<file path="src/rtl/pipeline_hazard_controller.sv">
// Hazard control for a 5-stage MIPS-style pipeline: load-use and HI/LO interlocks,
// branch flushes, a mult/div occupancy counter and a saturating stall-cycle counter.
module pipeline_hazard_controller #(
    parameter int unsigned MULDIV_CYCLES = 4,
    parameter int unsigned CNT_W         = 16
) (
    input  logic             Clk,
    input  logic             Reset,
    input  logic [4:0]       ID_Rs,
    input  logic [4:0]       ID_Rt,
    input  logic             ID_UsesRt,
    input  logic             ID_MulDiv,
    input  logic             ID_HiLoRead,
    input  logic             EX_MemRead,
    input  logic [4:0]       EX_WriteAddress,
    input  logic             MEM_BranchTaken,
    output logic             PCWrite,
    output logic             IF_ID_Write,
    output logic             IF_ID_Flush,
    output logic             ID_EX_Bubble,
    output logic             EX_MEM_Flush,
    output logic             MulDivBusy,
    output logic [CNT_W-1:0] StallCycles
);

    typedef enum logic [1:0] {StRun, StStall, StFlush} state_t;

    state_t           stateQ, stateD;
    logic [3:0]       mulDivCntQ, mulDivCntD;
    logic [CNT_W-1:0] stallCyclesQ, stallCyclesD;

    logic loadUse, hiLoHaz, stall;

    assign loadUse = EX_MemRead && (EX_WriteAddress != 5'd0) &&
                     ((EX_WriteAddress == ID_Rs) || (ID_UsesRt && (EX_WriteAddress == ID_Rt)));
    assign MulDivBusy = (mulDivCntQ != 4'd0);
    assign hiLoHaz    = MulDivBusy && (ID_HiLoRead || ID_MulDiv);
    // A taken branch kills the ID instruction, so it outranks any interlock on it.
    assign stall      = !MEM_BranchTaken && (loadUse || hiLoHaz);

    always_comb begin
        PCWrite      = 1'b1;
        IF_ID_Write  = 1'b1;
        IF_ID_Flush  = 1'b0;
        ID_EX_Bubble = 1'b0;
        EX_MEM_Flush = 1'b0;
        if (MEM_BranchTaken) begin
            IF_ID_Flush  = 1'b1;
            ID_EX_Bubble = 1'b1;
            EX_MEM_Flush = 1'b1;
        end else if (stall) begin
            PCWrite      = 1'b0;
            IF_ID_Write  = 1'b0;
            ID_EX_Bubble = 1'b1;
        end
    end

    // State is informational only; every legal state moves on the current hazards.
    always_comb begin
        stateD = StRun;
        case (stateQ)
            StRun, StStall, StFlush: begin
                if (MEM_BranchTaken) begin
                    stateD = StFlush;
                end else if (stall) begin
                    stateD = StStall;
                end else begin
                    stateD = StRun;
                end
            end
            default: stateD = StRun;
        endcase
    end

    always_comb begin
        mulDivCntD = mulDivCntQ;
        if (ID_MulDiv && !stall && !MEM_BranchTaken) begin
            mulDivCntD = 4'(MULDIV_CYCLES);
        end else if (mulDivCntQ != 4'd0) begin
            mulDivCntD = mulDivCntQ - 4'd1;
        end
    end

    always_comb begin
        stallCyclesD = stallCyclesQ;
        if (!PCWrite && (stallCyclesQ != {CNT_W{1'b1}})) begin
            stallCyclesD = stallCyclesQ + CNT_W'(1);
        end
    end

    always_ff @(posedge Clk) begin
        if (Reset) begin
            stateQ       <= StRun;
            mulDivCntQ   <= 4'd0;
            stallCyclesQ <= '0;
        end else begin
            stateQ       <= stateD;
            mulDivCntQ   <= mulDivCntD;
            stallCyclesQ <= stallCyclesD;
        end
    end

    assign StallCycles = stallCyclesQ;

endmodule
</file>
<file path="config.mk">
export PLATFORM = sky130hd
export DESIGN_NAME = pipeline_hazard_controller
export DESIGN_NICKNAME = d
export VERILOG_FILES = /design/src/rtl/pipeline_hazard_controller.sv
export SDC_FILE = /design/constraint.sdc
export NUM_CORES = 1
export LEC_CHECK = 0
export CAP_MARGIN = 10
export CORE_MARGIN = 2
export CORE_UTILIZATION = 47
export CTS_CLUSTER_DIAMETER = 60
export DETAILED_ROUTE_END_ITERATION = 8
export HOLD_SLACK_MARGIN = 0.02
export PLACE_DENSITY_LB_ADDON = 0.25
export SLEW_MARGIN = 20
export SYNTH_ARGS = -nofsm -noshare
export SYNTH_HDL_FRONTEND = slang
export SYNTH_SLANG_ARGS = --single-unit
export TNS_END_PERCENT = 10
</file>
<file path="constraint.sdc">
create_clock -name Clk -period 5.5 [get_ports Clk]
set_clock_uncertainty 0.05 [all_clocks]
set_input_delay 1.1 -clock Clk [delete_from_list [all_inputs] [get_ports Clk]]
set_output_delay 1.1 -clock Clk [all_outputs]
set_load 0.03 [all_outputs]
</file>
-- Yosys cells after proc, flatten, opt, wreduce, memory -nomap -nowiden
Cells that the tools add are included.
- equal/unequal tests: 3
- reduce and logical (&&, ||, !) cells: 18
- add/sub/neg operators: 2
- muxes and demuxes: 7
- operators by type and width (operator ; count):
    adder 16 x 1 -> 16 bit (second input constant) ; 1
    inequality test 16 bit (second input constant) ; 1
    equality test 5 bit ; 2
    logical AND 1 bit ; 8
    two-way mux 3 bit ; 2
    two-way mux 1 bit ; 5
    nonzero test 5 bit ; 1
    nonzero test 4 bit ; 1
    subtractor 4 x 1 -> 4 bit (second input constant) ; 1
    zero test 1 bit ; 3
    logical OR 1 bit ; 3
    nonzero test 2 bit ; 1
    OR reduction 2 bit ; 1
- input port bits: 22
- register bits after elaboration: 20
- output and inout port bits: 22

-- Logic depth before layout (Yosys ltp)
- depth in word-level cells: 10
- depth in mapped cells: 9
- depth with buffers taken out: 8

-- Least setup slack after synthesis
Ideal clock, no wire load.
- kind: input to output
- from: input ID_Rt[0]
- to: output PCWrite
- arrival time: 2.452 ns
- setup slack: 1.898 ns
- required time: 4.350 ns
- stages on the path: 5
- cell sequence: xnor2_1 -> nand4_1 -> o22ai_2 -> o21ai_0 -> buf_4
- longest elaborated chain between the ends: 8
- RTL lines (element ; RTL line ; source):
    start: declaration ; 10 ; input logic [4:0] ID_Rt,
    equality test 5 bit ; 35 ; ((EX_WriteAddress == ID_Rs) || (ID_UsesRt && (EX_WriteAddress == ID_Rt)));
    logical AND 1 bit ; 35 ;
    logical OR 1 bit ; 35 ;
    logical AND 1 bit ; 34 ; assign loadUse = EX_MemRead && (EX_WriteAddress != 5'd0) &&
    logical OR 1 bit ; 39 ; assign stall = !MEM_BranchTaken && (loadUse || hiLoHaz);
    logical AND 1 bit ; 39 ;
    two-way mux 1 bit (2 in a row) ; n/a ;
    end: declaration ; 17 ; output logic PCWrite,
No other way between the ends.

-- Final worst setup path
- from: input EX_WriteAddress[0]
- to: output PCWrite
- longest elaborated chain between the ends: 8
- elaborated cells on any way between the ends: 11
- RTL lines (element ; RTL line ; source):
    start: declaration ; 15 ; input logic [4:0] EX_WriteAddress,
    equality test 5 bit ; 35 ;
    logical AND 1 bit ; 35 ;
    logical OR 1 bit ; 35 ;
    logical AND 1 bit (*) ; 34 ;
    logical OR 1 bit (*) ; 39 ;
    logical AND 1 bit (*) ; 39 ;
    two-way mux 1 bit (*) ; 51 ; end else if (stall) begin
    two-way mux 1 bit (*) ; 47 ; if (MEM_BranchTaken) begin
Every way passes the cells marked *; elsewhere a longest branch is shown, timed or not.

==> run metrics <==
number of enable flip-flop cells after synthesis=0; hold depth=2; max cap viols=0; Pwr Density=319 nW/um^2; final setup fails=0; core box area=2450 sq um; GRT Max-Usage Layer=met2; WL/cell=13.7 um; # H-tree levels=1; drt total wl=3.04 mm; M1 GR Usage=28.5%; FFs w/ async S/R, synth=0%; register area share after synthesis=33.5%; DR pass1 iterations=4; arrival time at the worst endpoint=3.08 ns; Multi-input gate area=723 sq um; Cells after DPL=217; Total GRT Usage=22.3%; Pwr Total=0.531 mW; crit path launch type=input port; Mapped Area=1200 sq um; met3 Track Usage GR=3.55%; clock buffer depth=2; Initial Utilization=48.7%; Num Clock Sinks=20; most common cell after layout, fill and taps aside=clkdlybuf4s50_1; Worst Path Class, Setup=in -> out; warnings from Yosys=0; RR Startpoint=mulDivCntQ[0]$_SDFFE_PP0P_; setup bufs post-CTS=0; Reg-to-Reg End=StallCycles[3]$_SDFFE_PP0P_; Cell variety after synth=32; drt first-iter violations=35; most frequent cells in the layout=clkdlybuf4s50_1, dfxtp_1, a21oi_1, o21ai_0; Final Cycle Share=76.9%; post-CTS sizing=0; Rows=18; CP max FO=13; fill cell count=219; crit path to=PCWrite; clock slew at reported path FFs=0.12 ns; CTS tree=done; Pleak=0.544 nW; Post-Syn Area per Cell=7.82 sq um; Critical Path Start=EX_WriteAddress[0]; syn_nets=177; RSZ-0062 raised after global routing=no; Setup Total Neg Slack=0 ns; full die area=2960 sq um; port bufs=43; final hold violations=0; first-pass GRT wire length=4.87 mm; CTS Hold Bufs=0; Final Non-Filler Cells=221; Antenna Nets Post-Route=0; Period minus WS final=4.23 ns; Critical Path End Type=primary output; Fmax=236 MHz; Worst EP required=4.35 ns; Syn-to-layout area delta=39.0%; Num CTS Buffers=3; flops & latches, synth=20; flop2flop setup slack=3.05 ns; via count=1243; worst skew pair latency=0.30 ns; Worst VDD drop=0.233 mV; DRC=0; post-synthesis instance total=153; relative max-transition margin=40.2%; Worst-Margin Slew=0.897 ns; Die W=54.4 um; initial antenna violation count=0; layout cell share with drive strength beyond 1=4.71%; largest net degree at the start of global routing=31; nets@finish=216; Die Y=54.4 um; met2 usage=38.8%; sequential cell area=400 sq um; Via density=5.62; Slew Limit Fails=0; vias in the first global route=1088; Worst Hold Class=reg -> reg; R2R depth=7; routability congestion estimate=0.777; status=completed; total gr overflow=0; CTS Root Cell=clkbuf_4; IO Pins=44; n_diodes=0; ys flop type=dfxtp_1; detailed placement HPWL=2.32 mm
[flip-flops by register name, summed over array words and instances (netlist names)]
signal	cells
StallCycles	16
mulDivCntQ	4
[routing by layer]
metal / up-vias / wire (um)
li1: 648 / -
met1: 573 / 1430
met2: 20 / 1490
met3: 2 / 88
met4: 0 / 20
met5: - / 0
[layout make-up]
| cell class | instances | share of cell area [%] |
|---|---|---|
| multi-input combinational | 119 | 43.5 |
| timing repair buffer | 43 | 25.9 |
| sequential | 20 | 24.1 |
| tap | 30 | 2.26 |
| clock inverter | 1 | 1.81 |
| clock buffer | 3 | 1.35 |
| inverter | 5 | 1.13 |
[metrics by stage]
step                hold WS (ns)  utilization, %  area (sq um)  setup slack (ns)
finish                     0.470            67.7          1660              1.27
global route               0.493            67.7          1660              1.15
CTS                        0.472            67.7          1660              1.26
detailed placement         0.455            65.6          1610              1.27
global placement           0.440            65.6          1610              1.30
floorplan                  0.434               -          1200              1.90
[worst max-delay path: stages]
cell	delay, ns
clkdlybuf4s50_1	0.48
nor3_1	0.21
nand2_1	0.09
a31o_2	0.35
o21ai_0	0.13
clkdlybuf4s50_1	0.71
[power by group]
part	total (mW)	switching, mW	internal [mW]
Combinational	0.236	0.144	0.0914
Sequential	0.172	0.0125	0.159
Clock	0.123	0.0496	0.0736
Total	0.531	0.207	0.324
[Yosys cell counts, types with 2 or more instances]
cell type,n,area (sq um)
nand3_1,7,35.0
xnor2_1,11,96.3
o31ai_1,4,30.0
a21oi_1,16,80.1
nand4_1,8,50.1
nor3_1,4,20.0
nor2_1,10,37.5
buf_4,3,22.5
dfxtp_1,20,400
a31o_2,2,17.5
ha_1,2,25.0
o21ai_0,12,60.1
nand2_1,11,41.3
or3_1,11,68.8
or4_1,4,30.0
and3_1,4,25.0
clkbuf_1,4,15.0
inv_1,5,18.8
a31oi_1,2,12.5
[cell families (layout without fill, tap and decap cells)]
kind of cell | Yosys count | after routing | synth area share (%)
AND/OR/NAND/NOR | 65 | 65 | 29.6
AO/OA/AOI/OAI | 39 | 39 | 19.1
flip-flops | 20 | 20 | 33.5
buffers and inverters | 14 | 52 | 6.07
XOR/XNOR | 12 | 12 | 8.79
adder cells (fa/ha/maj) | 2 | 2 | 2.09
multiplexers | 1 | 1 | 0.837
[worst min path at each step]
| stage | from | end | slack [ns] |
|---|---|---|---|
| finish | mulDivCntQ[1]$_SDFFE_PP0P_ | mulDivCntQ[1]$_SDFFE_PP0P_ | 0.47 |
| global route | StallCycles[13]$_SDFFE_PP0P_ | StallCycles[13]$_SDFFE_PP0P_ | 0.49 |
| CTS | mulDivCntQ[1]$_SDFFE_PP0P_ | mulDivCntQ[1]$_SDFFE_PP0P_ | 0.47 |
| detailed placement | mulDivCntQ[1]$_SDFFE_PP0P_ | mulDivCntQ[1]$_SDFFE_PP0P_ | 0.46 |
| global placement | StallCycles[9]$_SDFFE_PP0P_ | StallCycles[9]$_SDFFE_PP0P_ | 0.44 |
| floorplan | mulDivCntQ[1]$_SDFFE_PP0P_ | mulDivCntQ[1]$_SDFFE_PP0P_ | 0.43 |
Power figures use the tool's default switching activity.
